--- config.mk ---
export PLATFORM = sky130hd
export DESIGN_NAME = memcfg_issue
export DESIGN_NICKNAME = d
export VERILOG_FILES = /design/src/rtl/memcfg_issue.sv
export SDC_FILE = /design/constraint.sdc
export NUM_CORES = 1
export LEC_CHECK = 0
export ABC_AREA = 1
export BUFFER_PORTS_ARGS = -buffer_cell sky130_fd_sc_hd__buf_4
export CELL_PAD_IN_SITES_DETAIL_PLACEMENT = 0
export CELL_PAD_IN_SITES_GLOBAL_PLACEMENT = 1
export CORE_MARGIN = 5
export CORE_UTILIZATION = 39
export DETAILED_ROUTE_END_ITERATION = 16
export HOLD_SLACK_MARGIN = 0.12
export PLACE_DENSITY = 0.89
export REMOVE_ABC_BUFFERS = 1
export SLEW_MARGIN = 20
export SYNTH_ARGS = -nofsm -noshare
export SYNTH_HDL_FRONTEND = slang
export SYNTH_SLANG_ARGS = --single-unit
--- constraint.sdc ---
create_clock -name clk -period 3.27 [get_ports clk]
set_input_delay 0.4905 -clock clk [delete_from_list [all_inputs] [get_ports clk]]
set_output_delay 0.4905 -clock clk [all_outputs]
set_load 0.01 [all_outputs]
--- src/rtl/memcfg_issue.sv ---
// memcfg_issue: bus-initiator side of the memory configuration command.
// It takes a page->frame request from the CPU sequencer, presents page/frame with ad15
// on the bus, strobes s_ (active-low) and completes a four-phase handshake with cok.
// A single done pulse reports the result: ok if a module answered, nok otherwise.
// Page and frame use the bus's [0:7] numbering; here they are carried as plain 8-bit values.
// Optional feature macro: MEMCFG_RETRY_EN. When it is defined, a strobe timeout triggers one
// repeat of the command with the same page/frame. When it is undefined, the first timeout
// ends the command with nok.
// The FSM state is exported on state_o so that checkers can bind to it.
// Handshake: s_ falls only after the SETUP hold and rises only on leaving STROBE.
// cok is sampled high to end the strobe and sampled low to end the release.
// The timer is shared by SETUP, STROBE and RELEASE, and restarts on every state change.
// The timer is sized for TIMEOUT, so SETUP must not exceed TIMEOUT.

module memcfg_issue #(
  parameter int unsigned TIMEOUT = 16,
  parameter int unsigned SETUP   = 1
) (
  input  logic       clk,
  input  logic       reset,
  input  logic       start,
  input  logic [7:0] req_page,
  input  logic [7:0] req_frame,
  output logic       busy,
  output logic       done,
  output logic       ok,
  output logic       nok,
  output logic       s_,
  output logic       ad15,
  output logic [7:0] cfg_page,
  output logic [7:0] cfg_frame,
  input  logic       cok,
  output logic [2:0] state_o
);

  localparam int unsigned TW = $clog2(TIMEOUT + 1);
  localparam logic [TW-1:0] SETUP_LAST = TW'(SETUP - 1);
  localparam logic [TW-1:0] TO_LAST    = TW'(TIMEOUT - 1);

  typedef enum logic [2:0] {
    ST_IDLE    = 3'd0,
    ST_SETUP   = 3'd1,
    ST_STROBE  = 3'd2,
    ST_RELEASE = 3'd3,
    ST_DONE    = 3'd4
  } state_e;

  state_e        state_q, state_d;
  logic [TW-1:0] timer_q, timer_d;
  logic          s_q, s_d;
  logic          ad15_q, ad15_d;
  logic [7:0]    page_q, page_d;
  logic [7:0]    frame_q, frame_d;
  logic          res_ok_q, res_ok_d;
`ifdef MEMCFG_RETRY_EN
  logic          retry_q, retry_d;
`endif

  // Next-state logic: bus strobe sequencing, the result flag and the per-state timer.
  always_comb begin
    state_d  = state_q;
    s_d      = s_q;
    ad15_d   = ad15_q;
    page_d   = page_q;
    frame_d  = frame_q;
    res_ok_d = res_ok_q;
`ifdef MEMCFG_RETRY_EN
    retry_d  = retry_q;
`endif
    unique case (state_q)
      ST_IDLE: begin
`ifdef MEMCFG_RETRY_EN
        retry_d = 1'b0;
`endif
        if (start) begin
          res_ok_d = 1'b0;
          if (req_page > 8'd1) begin
            page_d  = req_page;
            frame_d = req_frame;
            ad15_d  = 1'b1;
            state_d = ST_SETUP;
          end else begin
            // Pages 0 and 1 are hard-wired: reject without touching the bus.
            state_d = ST_DONE;
          end
        end
      end
      ST_SETUP: begin
        if (timer_q == SETUP_LAST) begin
          s_d     = 1'b0;
          state_d = ST_STROBE;
        end
      end
      ST_STROBE: begin
        // cok takes priority over a timeout that expires in the same cycle.
        if (cok) begin
          s_d      = 1'b1;
          res_ok_d = 1'b1;
          state_d  = ST_RELEASE;
        end else if (timer_q == TO_LAST) begin
          s_d      = 1'b1;
          res_ok_d = 1'b0;
          state_d  = ST_RELEASE;
        end
      end
      ST_RELEASE: begin
        if (!cok) begin
`ifdef MEMCFG_RETRY_EN
          // Only a strobe timeout leaves res_ok clear here; such a timeout earns one retry.
          if (!res_ok_q && !retry_q) begin
            retry_d = 1'b1;
            state_d = ST_SETUP;
          end else begin
            ad15_d  = 1'b0;
            state_d = ST_DONE;
          end
`else
          ad15_d  = 1'b0;
          state_d = ST_DONE;
`endif
        end else if (timer_q == TO_LAST) begin
          // The module never released cok: drop the command and report failure.
          ad15_d   = 1'b0;
          res_ok_d = 1'b0;
          state_d  = ST_DONE;
        end
      end
      ST_DONE: begin
        state_d = ST_IDLE;
      end
      default: begin
        state_d = ST_IDLE;
      end
    endcase

    if ((state_d != state_q) || (state_q == ST_IDLE)) begin
      timer_d = '0;
    end else begin
      timer_d = timer_q + TW'(1);
    end
  end

  // State and bus registers. An asynchronous reset frees the bus at once.
  always_ff @(posedge clk or posedge reset) begin
    if (reset) begin
      state_q  <= ST_IDLE;
      timer_q  <= '0;
      s_q      <= 1'b1;
      ad15_q   <= 1'b0;
      page_q   <= 8'h00;
      frame_q  <= 8'h00;
      res_ok_q <= 1'b0;
    end else begin
      state_q  <= state_d;
      timer_q  <= timer_d;
      s_q      <= s_d;
      ad15_q   <= ad15_d;
      page_q   <= page_d;
      frame_q  <= frame_d;
      res_ok_q <= res_ok_d;
    end
  end

`ifdef MEMCFG_RETRY_EN
  // One-shot retry marker, cleared when the FSM is idle.
  always_ff @(posedge clk or posedge reset) begin
    if (reset) begin
      retry_q <= 1'b0;
    end else begin
      retry_q <= retry_d;
    end
  end
`endif

  // Status outputs are decoded from registered state, so they cannot glitch.
  always_comb begin
    busy      = (state_q != ST_IDLE);
    done      = (state_q == ST_DONE);
    ok        = done & res_ok_q;
    nok       = done & ~res_ok_q;
    s_        = s_q;
    ad15      = ad15_q;
    cfg_page  = page_q;
    cfg_frame = frame_q;
    state_o   = state_q;
  end

endmodule

==> impl_metrics.env, run 1 <==
export IMPL_outcome="complete, no violations"
export IMPL_first_iter_violations=85
export IMPL_power_leakage_uw=0.000919
export IMPL_post_drt_wl_per_cell_um=11.8
export IMPL_critical_path_class="register to primary output"
export IMPL_yosysMostFrequentCell="nand2_1"
export IMPL_nets=220
export IMPL_yosys_most_used_dff="dfrtp_1"
export IMPL_worstMarginPinSlew_ps=562
export IMPL_final_max_slew_viol_count=0
export IMPL_cts_tree="done"
export IMPL_row_count=21
export IMPL_synth_area_um2=1340
export IMPL_vias_per_cell=4.63
export IMPL_power_uw=1460
export IMPL_synthTopCellsByArea="dfrtp_1, nand2_1, nand3_1"
export IMPL_clock_skew_ps=11.1
export IMPL_crit_chain="nor2_4 -> inv_1 -> nor2_1 -> inv_1 -> nor2_1 -> buf_4"
export IMPL_antenna_cells=0
export IMPL_tns_ps=0
export IMPL_ir_drop_v=0.000362
export IMPL_cts_inserted_buffers=3
export IMPL_yosysTopAreaCell="dfrtp_1"
export IMPL_grt_setup_unrepaired="no"
export IMPL_dieWidth_um=68.7
export IMPL_dieArea_um2=4720
export IMPL_ios=45
export IMPL_path_buf_inv=3
export IMPL_final_layout_size_suffix_gt1_frac=0.337
export IMPL_reg2regPathDepth=9
export IMPL_syn2layout_area_growth_pct=29.5
export IMPL_r2r_end="timer_q[3]$_DFF_PP0_"
export IMPL_hold_path_class="primary input to asynchronous set/reset pin"
export IMPL_period_needed_ps=1970
export IMPL_wl_um=2860
export IMPL_grt_overflow=0
export IMPL_h_tree_depth=1
export IMPL_root_buffer="clkbuf_4"
export IMPL_cap_viol_max_count=0
export IMPL_clk_path_buf_depth=2
export IMPL_syn_avg_cell_area_um2=8.89
export IMPL_ctsHoldBuffers=0
export IMPL_antenna_found_initial=0
export IMPL_synth_seq_cells=27
export IMPL_slowest_delay_ps=490
export IMPL_drtPass1Iterations=3
export IMPL_grt_pass1_vias=1169
export IMPL_cts_resized=0
export IMPL_hold_violations=0
export IMPL_min_period_over_period=0.604
export IMPL_vias=1121
export IMPL_track_usage=0.145
export IMPL_critPathLaunchType="register"
export IMPL_worstPathArrival_ps=1480
export IMPL_drtAntennaViolNets=0
export IMPL_dieHeight_um=68.7
export IMPL_grt_max_degree=28
export IMPL_worstSkewPairLatency_ps=320
export IMPL_max_freq_ghz=0.506
export IMPL_drc=0
export IMPL_cts_post_setup_buffers_inserted=0
export IMPL_clk_pin_slew_ps=150
export IMPL_synth_top_area_frac=0.485
export IMPL_p_per_area_nw_per_um2=842
export IMPL_ys_types=27
export IMPL_gp_congestion=0.846
export IMPL_synth_common_cells="nand2_1, dfrtp_1, nand3_1"
export IMPL_io_buffers=44
export IMPL_setup_viol=0
export IMPL_max_slew_margin_rel=0.624
export IMPL_start_util=0.402
export IMPL_ys_seq_area_frac=0.504
export IMPL_place_hpwl_um=2250
export IMPL_regToRegSetupSlack_ps=1450
export IMPL_rr_startpoint="timer_q[0]$_DFF_PP0_"
export IMPL_synthArstFlopShare=1.00
export IMPL_ys_warn_count=0
export IMPL_grt_first_pass_wirelength_um=5190
export IMPL_placed_area_um2=1710
export IMPL_required_ps=2780
export IMPL_netlist_instances=151
export IMPL_cpMaxStageDelayCell="dfrtp_1"
export IMPL_crit_family="flip-flops"
export IMPL_synth_edf_count=0
export IMPL_crit_fanout=6
export IMPL_endpoint_kind="primary output"
export IMPL_core_area_um2=3340
export IMPL_cts_sinks=27
export IMPL_fin_area_um2=1740
[cells in the final DEF, fill, tap and decap left out]
cell / count
a211oi_1: 1
a21boi_0: 1
a21oi_1: 2
buf_4: 44
clkbuf_4: 3
clkinvlp_4: 1
dfrtp_1: 26
dfstp_2: 1
ha_1: 3
inv_1: 16
inv_2: 2
nand2_1: 40
nand2_4: 5
nand3_1: 21
nand3_4: 1
nand3b_1: 1
nor2_1: 12
nor2_2: 6
nor2_4: 1
nor2_8: 1
nor3_1: 1
nor3_4: 1
o21ai_0: 2
o22ai_1: 1
o31ai_1: 1
xnor2_1: 1
xor2_1: 1
[cell type report]
| class | instances | area (µm²) |
|---|---|---|
| inverter | 18 | 67.6 |
| fill | 314 | 1600 |
| clock inverter | 1 | 7.51 |
| multi-input combinational | 103 | 576 |
| clock buffer | 3 | 22.5 |
| tap | 46 | 57.6 |
| sequential | 27 | 677 |
| timing repair buffer | 44 | 330 |
[report_power, final]
part / switching [µW] / total, µW / internal [µW]
logic: 410 / 740 / 330
registers: 104 / 580 / 476
clock network: 97.3 / 144 / 46.7
[per-layer routing]
layer,track usage,share of wire,vias up,wire length [µm]
met5,0,0,-,0
met4,0.0447,0.0074,0,21
met3,0.0340,0.081,2,231
met2,0.240,0.48,34,1360
met1,0.187,0.43,518,1240
li1,-,-,567,-
[logic make-up after synthesis]
kind of cell	Yosys count	synth area share
compound gates	8	0.0364
flops	27	0.504
xor+xnor	2	0.0130
simple gates	90	0.351
fa+ha+maj	3	0.0280
buf+inv	21	0.0671
[worst max path at each step]
| stage | startpoint | end | slack, ps | depth (start not counted) |
|---|---|---|---|---|
| 2_1_floorplan | timer_q[0]$_DFF_PP0_ | timer_q[0]$_DFF_PP0_ | 1620 | 9 |
| 3_3_place_gp | timer_q[0]$_DFF_PP0_ | timer_q[0]$_DFF_PP0_ | 1520 | 9 |
| 3_5_place_dp | timer_q[0]$_DFF_PP0_ | timer_q[3]$_DFF_PP0_ | 1450 | 9 |
| 4_1_cts | state_o[1]$_DFF_PP0_ | ok | 1270 | 6 |
| 5_1_grt | state_o[1]$_DFF_PP0_ | ok | 1100 | 6 |
| 6_report | state_o[1]$_DFF_PP0_ | ok | 1300 | 6 |
[worst register-to-register path, cell delays in order, from the launching register on]
cell and delay (ps):
dfrtp_1 450, ha_1 240, nand2_1 70, nor2_1 40, ha_1 210, o21ai_0 280
nand3_1 110, nor2_1 180, nand2_4 100, nor2_2 90
[metrics by stage]
stage	hold slack (ps)	util	setup slack, ps	instances
2_1_floorplan	458	-	1620	148
3_3_place_gp	457	0.512	1520	238
3_5_place_dp	460	0.512	1450	238
4_1_cts	365	0.521	1270	242
5_1_grt	222	0.521	1100	242
6_report	197	0.521	1300	242
[flip-flops by register name, summed over array words and instances (netlist names)]
signal	flops
cfg_frame	8
cfg_page	8
timer_q	5
state_o	3
ad15	1
res_ok_q	1
s_	1
No activity file was read; power rests on OpenSTA's default activity.
==> inputs of run 2 (changes only) <==
CORE_UTILIZATION = 32   (was 39)
PLACE_DENSITY = 0.79   (was 0.89)
clock period = 1.81 ns   (was 3.27 ns; I/O delays follow)
==> impl_metrics.env, run 2 (synthesis results as in run 1) <==
export IMPL_critPathLaunchType="register"
export IMPL_placed_area_um2=1740
export IMPL_r2r_end="timer_q[4]$_DFF_PP0_"
export IMPL_layout_common_cells="buf_4, nand2_1, dfrtp_1"
export IMPL_drtAntennaViolNets=0
export IMPL_max_freq_ghz=0.609
export IMPL_setup_viol=0
export IMPL_max_slew_margin_rel=0.766
export IMPL_first_iter_violations=35
export IMPL_ios=45
export IMPL_outcome="complete, no violations"
export IMPL_dieArea_um2=5590
export IMPL_dieWidth_um=74.8
export IMPL_rr_startpoint="timer_q[1]$_DFF_PP0_"
export IMPL_ir_drop_v=0.000607
export IMPL_hold_path_class="primary input to register"
export IMPL_critical_path_class="register to register"
export IMPL_core_area_um2=4030
export IMPL_h_tree_depth=1
export IMPL_period_needed_ps=1640
export IMPL_fin_area_um2=1820
export IMPL_worstSkewPairLatency_ps=270
export IMPL_hp_start="req_frame[7]"
export IMPL_grt_pass1_vias=1145
export IMPL_nets=226
export IMPL_dieHeight_um=74.8
export IMPL_drtPass1Iterations=4
export IMPL_reg2regPathDepth=12
export IMPL_cts_inserted_buffers=3
export IMPL_endpoint_kind="register"
export IMPL_final_max_slew_viol_count=0
export IMPL_track_usage=0.113
export IMPL_min_to="cfg_frame[7]$_DFFE_PP0P_"
export IMPL_place_hpwl_um=2230
export IMPL_cap_viol_max_count=0
export IMPL_gp_congestion=0.769
export IMPL_grt_setup_unrepaired="no"
export IMPL_grt_max_degree=28
export IMPL_antenna_cells=0
export IMPL_clk_path_buf_depth=2
export IMPL_slowest_delay_ps=380
export IMPL_hold_violations=0
export IMPL_final_common_cell="buf_4"
export IMPL_min_path_cells=3
export IMPL_worstPathArrival_ps=1850
export IMPL_syn2layout_area_growth_pct=35.5
export IMPL_grt_first_pass_wirelength_um=5030
export IMPL_wl_um=2950
export IMPL_post_drt_wl_per_cell_um=11.7
export IMPL_min_period_over_period=0.907
export IMPL_io_buffers=44
export IMPL_tns_ps=0
export IMPL_power_leakage_uw=0.000953
export IMPL_final_layout_size_suffix_gt1_frac=0.366
export IMPL_vias=1109
export IMPL_antenna_found_initial=0
export IMPL_root_buffer="clkbuf_8"
export IMPL_grt_overflow=0
export IMPL_crit_fanout=5
export IMPL_n_fill_cell=428
export IMPL_worstMarginPinSlew_ps=348
export IMPL_cpMaxStageDelayCell="dfrtp_1"
export IMPL_p_per_area_nw_per_um2=1530
export IMPL_drc=0
export IMPL_required_ps=2020
export IMPL_final_core_util=0.452
export IMPL_start_util=0.333
export IMPL_cts_sinks=27
export IMPL_row_count=23
export IMPL_crit_chain="ha_2 -> nand2_1 -> nor2_1 -> ha_2 -> nor2_1 -> nand2_1 -> nand2_1 -> nor2_2 -> nand2_4 -> nand2_4 -> nand2_4 -> nor2_2"
export IMPL_regToRegSetupSlack_ps=170
export IMPL_vias_per_cell=4.40
export IMPL_cts_tree="done"
export IMPL_clk_pin_slew_ps=90
export IMPL_clock_skew_ps=3.71
-- run 2: changes by cell type in the layout (fill, tap and decap cells not counted), moves of 2 or more --
cell	change
buf_4	+5
clkbuf_4	-3
clkbuf_8	+3
ha_1	-2
ha_2	+2
-- run 2: critical path: cells and delay by family (launching register included) --
kind          cells  cell delay, ps
fa+ha+maj         2             410
flops             1             380
simple gates     10             780
-- run 2: worst max path at each step --
stage	startpoint	to	slack, ps
after floorplan	timer_q[0]$_DFF_PP0_	timer_q[0]$_DFF_PP0_	160
after global placement	timer_q[0]$_DFF_PP0_	timer_q[0]$_DFF_PP0_	120
after detailed placement	timer_q[0]$_DFF_PP0_	timer_q[4]$_DFF_PP0_	80
after CTS	timer_q[0]$_DFF_PP0_	timer_q[4]$_DFF_PP0_	40
after global routing	timer_q[1]$_DFF_PP0_	timer_q[4]$_DFF_PP0_	30
final	timer_q[1]$_DFF_PP0_	timer_q[4]$_DFF_PP0_	170
-- run 2: cell type report --
type,count,area (µm²),area share
clock buffers,4,45.0,0.0248
well taps,50,62.6,0.0344
inverters,18,67.6,0.0371
multi-input cells,103,588,0.323
flip-flops and latches,27,678,0.373
repair buffers,50,378,0.208
-- run 2: routing by layer --
layer / track usage / part of all wire / wire [µm] / vias to the layer above
met5: 0 / 0 / 0 / -
met4: 0.0237 / 0.0058 / 17 / 0
met3: 0.0334 / 0.093 / 275 / 2
met2: 0.180 / 0.43 / 1280 / 40
met1: 0.154 / 0.47 / 1370 / 493
li1: - / - / - / 574
-- run 2: power breakdown --
| part | leakage, µW | internal (µW) | switching (µW) | total, µW |
|---|---|---|---|---|
| clock | 0.0000228 | 158 | 184 | 341 |
| combinational | 0.000591 | 627 | 765 | 1390 |
| sequential | 0.000339 | 865 | 179 | 1040 |
-- run 2: metrics by stage --
step | setup slack (ps) | power [µW] | hold slack, ps | std cells
after global placement | 118 | 2440 | 364 | 246
after CTS | 40.0 | 2800 | 218 | 251
final | 168 | 2780 | 222 | 252
after floorplan | 161 | 1860 | 323 | 148
after detailed placement | 82.9 | 2450 | 366 | 246
after global routing | 27.1 | 3020 | 222 | 252
-- run 2: repair_timing --
item	in CTS	in global routing
hold buffers	1	0
resized for setup	0	6
buffers inserted	0	1
endpoints found under the setup margin	0	7
hold endpoints to repair	26	0
==> inputs of run 3 (changes only) <==
ABC_AREA = unset   (was 1)
CORE_UTILIZATION = 33   (was 32)
HOLD_SLACK_MARGIN = unset   (was 0.12)
PLACE_DENSITY = 0.78   (was 0.79)
==> impl_metrics.env, run 3 <==
export IMPL_grt_max_degree=28
export IMPL_ir_drop_v=0.000673
export IMPL_yosysTopAreaCell="dfrtp_1"
export IMPL_syn2layout_area_growth_pct=45.0
export IMPL_h_tree_depth=1
export IMPL_root_buffer="clkbuf_8"
export IMPL_synthTopCellsByArea="dfrtp_1, mux2_4, mux2_2"
export IMPL_grt_pass1_vias=998
export IMPL_hold_path_class="primary input to asynchronous set/reset pin"
export IMPL_worstSkewPairLatency_ps=270
export IMPL_worstPathArrival_ps=1920
export IMPL_grt_first_pass_wirelength_um=4660
export IMPL_drtAntennaViolNets=0
export IMPL_dieHeight_um=71.4
export IMPL_max_freq_ghz=0.580
export IMPL_synthArstFlopShare=1.00
export IMPL_vias=985
export IMPL_clk_path_buf_depth=2
export IMPL_cts_tree="done"
export IMPL_yosys_most_used_dff="dfrtp_1"
export IMPL_core_area_um2=3660
export IMPL_cap_viol_max_count=0
export IMPL_drtPass1Iterations=4
export IMPL_ys_warn_count=0
export IMPL_ys_types=32
export IMPL_clock_skew_ps=1.02
export IMPL_critPathLaunchType="register"
export IMPL_row_count=22
export IMPL_cts_sinks=27
export IMPL_power_leakage_uw=0.000866
export IMPL_reg2regPathDepth=8
export IMPL_gp_congestion=0.770
export IMPL_grt_overflow=0
export IMPL_synth_common_cells="dfrtp_1, inv_1, mux2_4, nor2_1, mux2_2"
export IMPL_n_fill_cell=347
export IMPL_synth_area_um2=1240
export IMPL_syn_avg_cell_area_um2=12.4
export IMPL_critical_path_class="register to register"
export IMPL_synth_seq_cells=27
export IMPL_hold_violations=0
export IMPL_outcome="complete, no violations"
export IMPL_track_usage=0.113
export IMPL_endpoint_kind="register"
export IMPL_ios=45
export IMPL_wl_um=2870
export IMPL_max_slew_margin_rel=0.777
export IMPL_drc=0
export IMPL_yosysMostFrequentCell="dfrtp_1"
export IMPL_worstMarginPinSlew_ps=335
export IMPL_preCtsSetupSlack_ps=-188
export IMPL_placed_area_um2=1700
export IMPL_synth_edf_count=0
export IMPL_setup_viol=0
export IMPL_grt_use_met3=0.0323
export IMPL_dieWidth_um=71.4
export IMPL_clk_pin_slew_ps=90
export IMPL_start_util=0.340
export IMPL_setup_ws_ps=85.1
export IMPL_crit_fanout=4
export IMPL_io_buffers=44
export IMPL_hold_ws_ps=54.4
export IMPL_cts_inserted_buffers=3
export IMPL_netlist_instances=100
export IMPL_antenna_cells=0
export IMPL_synth_top_area_frac=0.523
export IMPL_gr_max_usage_layer="met2"
export IMPL_final_layout_size_suffix_gt1_frac=0.535
export IMPL_place_hpwl_um=2130
export IMPL_layout_common_cells="buf_4, dfrtp_1, inv_1, nor2_1, mux2_4"
export IMPL_first_iter_violations=27
export IMPL_power_uw=2870
export IMPL_fin_area_um2=1810
export IMPL_nets=183
export IMPL_required_ps=2000
export IMPL_min_period_over_period=0.953
export IMPL_p_per_area_nw_per_um2=1590
export IMPL_period_needed_ps=1720
export IMPL_dieArea_um2=5100
export IMPL_vias_per_cell=4.76
export IMPL_final_common_cell="buf_4"
export IMPL_post_drt_wl_per_cell_um=13.8
export IMPL_antenna_found_initial=0
export IMPL_tns_ps=0
export IMPL_grt_use_met2=0.199
export IMPL_ys_seq_area_frac=0.544
export IMPL_met1_usage=0.129
export IMPL_final_max_slew_viol_count=0
==> run 3: changes by cell type after synthesis, sizes merged, moves of 2 or more <==
| cell | delta |
|---|---|
| mux2 | +16 |
| a21oi | +2 |
| buf | -2 |
| nor2 | -10 |
| clkbuf | +2 |
| nand3 | -17 |
| and3 | +2 |
| nor4 | +2 |
| inv | -9 |
| nand2 | -43 |
==> run 3: worst paths after layout <==
path                                     startpoint                  endpoint  slack, ps
min                                           reset  cfg_frame[4]$_DFFE_PP0P_         50
max                            timer_q[0]$_DFF_PP0_      state_o[0]$_DFF_PP0_         90
max in group asynchronous                     reset            s_$_DFFE_PP1P_       1460
min reg2reg                cfg_frame[5]$_DFFE_PP0P_  cfg_frame[5]$_DFFE_PP0P_        500
max reg2reg                    timer_q[0]$_DFF_PP0_      state_o[0]$_DFF_PP0_         90
min in group clk                       req_frame[5]  cfg_frame[5]$_DFFE_PP0P_        220
==> run 3: area by class of cell <==
class                   instances  area (µm²)  share of cell area
clock buffers                   3        41.3              0.0229
clock inverters                 1        7.51             0.00416
inverters                       9        33.8              0.0187
multi-input cells              61         538               0.298
flip-flops and latches         27         677               0.375
well taps                      48        60.1              0.0333
repair buffers                 58         448               0.248
==> run 3: cell families after synthesis <==
logic type / synth area share
AO/OA/AOI/OAI: 0.0734
buffers and inverters: 0.0422
AND/OR/NAND/NOR: 0.125
multiplexers: 0.172
XOR/XNOR: 0.0141
adder cells (fa/ha/maj): 0.0302
flip-flops: 0.544
==> run 3: critical path, cell delays in order, from the launching register on <==
cell,delay [ps]
dfrtp_1,410
ha_1,220
and3_1,180
ha_1,220
nand2b_4,160
buf_4,140
o21ai_0,80
a21oi_1,100
o22ai_1,140
==> run 3: where the power goes <==
part | internal, µW | leakage, µW | switching [µW]
Clock | 156 | 0.0000217 | 187
Sequential | 872 | 0.000328 | 154
Combinational | 864 | 0.000516 | 636
==> run 3: timing repair <==
action	CTS	global route
pin swaps	0	1
hold buffers	0	0
endpoints found under the setup margin	22	13
setup buffers	0	3
gates resized for setup	2	2
==> run 3: metal layers <==
metal	wire (µm)	share of wire
met3	179	0.062
met4	27	0.0094
met2	1500	0.52
met1	1160	0.41
met5	0	0
==> run 3: stage by stage <==
step,instances,utilization
global route,207,0.493
floorplan,97,-
CTS,204,0.481
detailed placement,200,0.464
finish,207,0.493
global placement,200,0.464
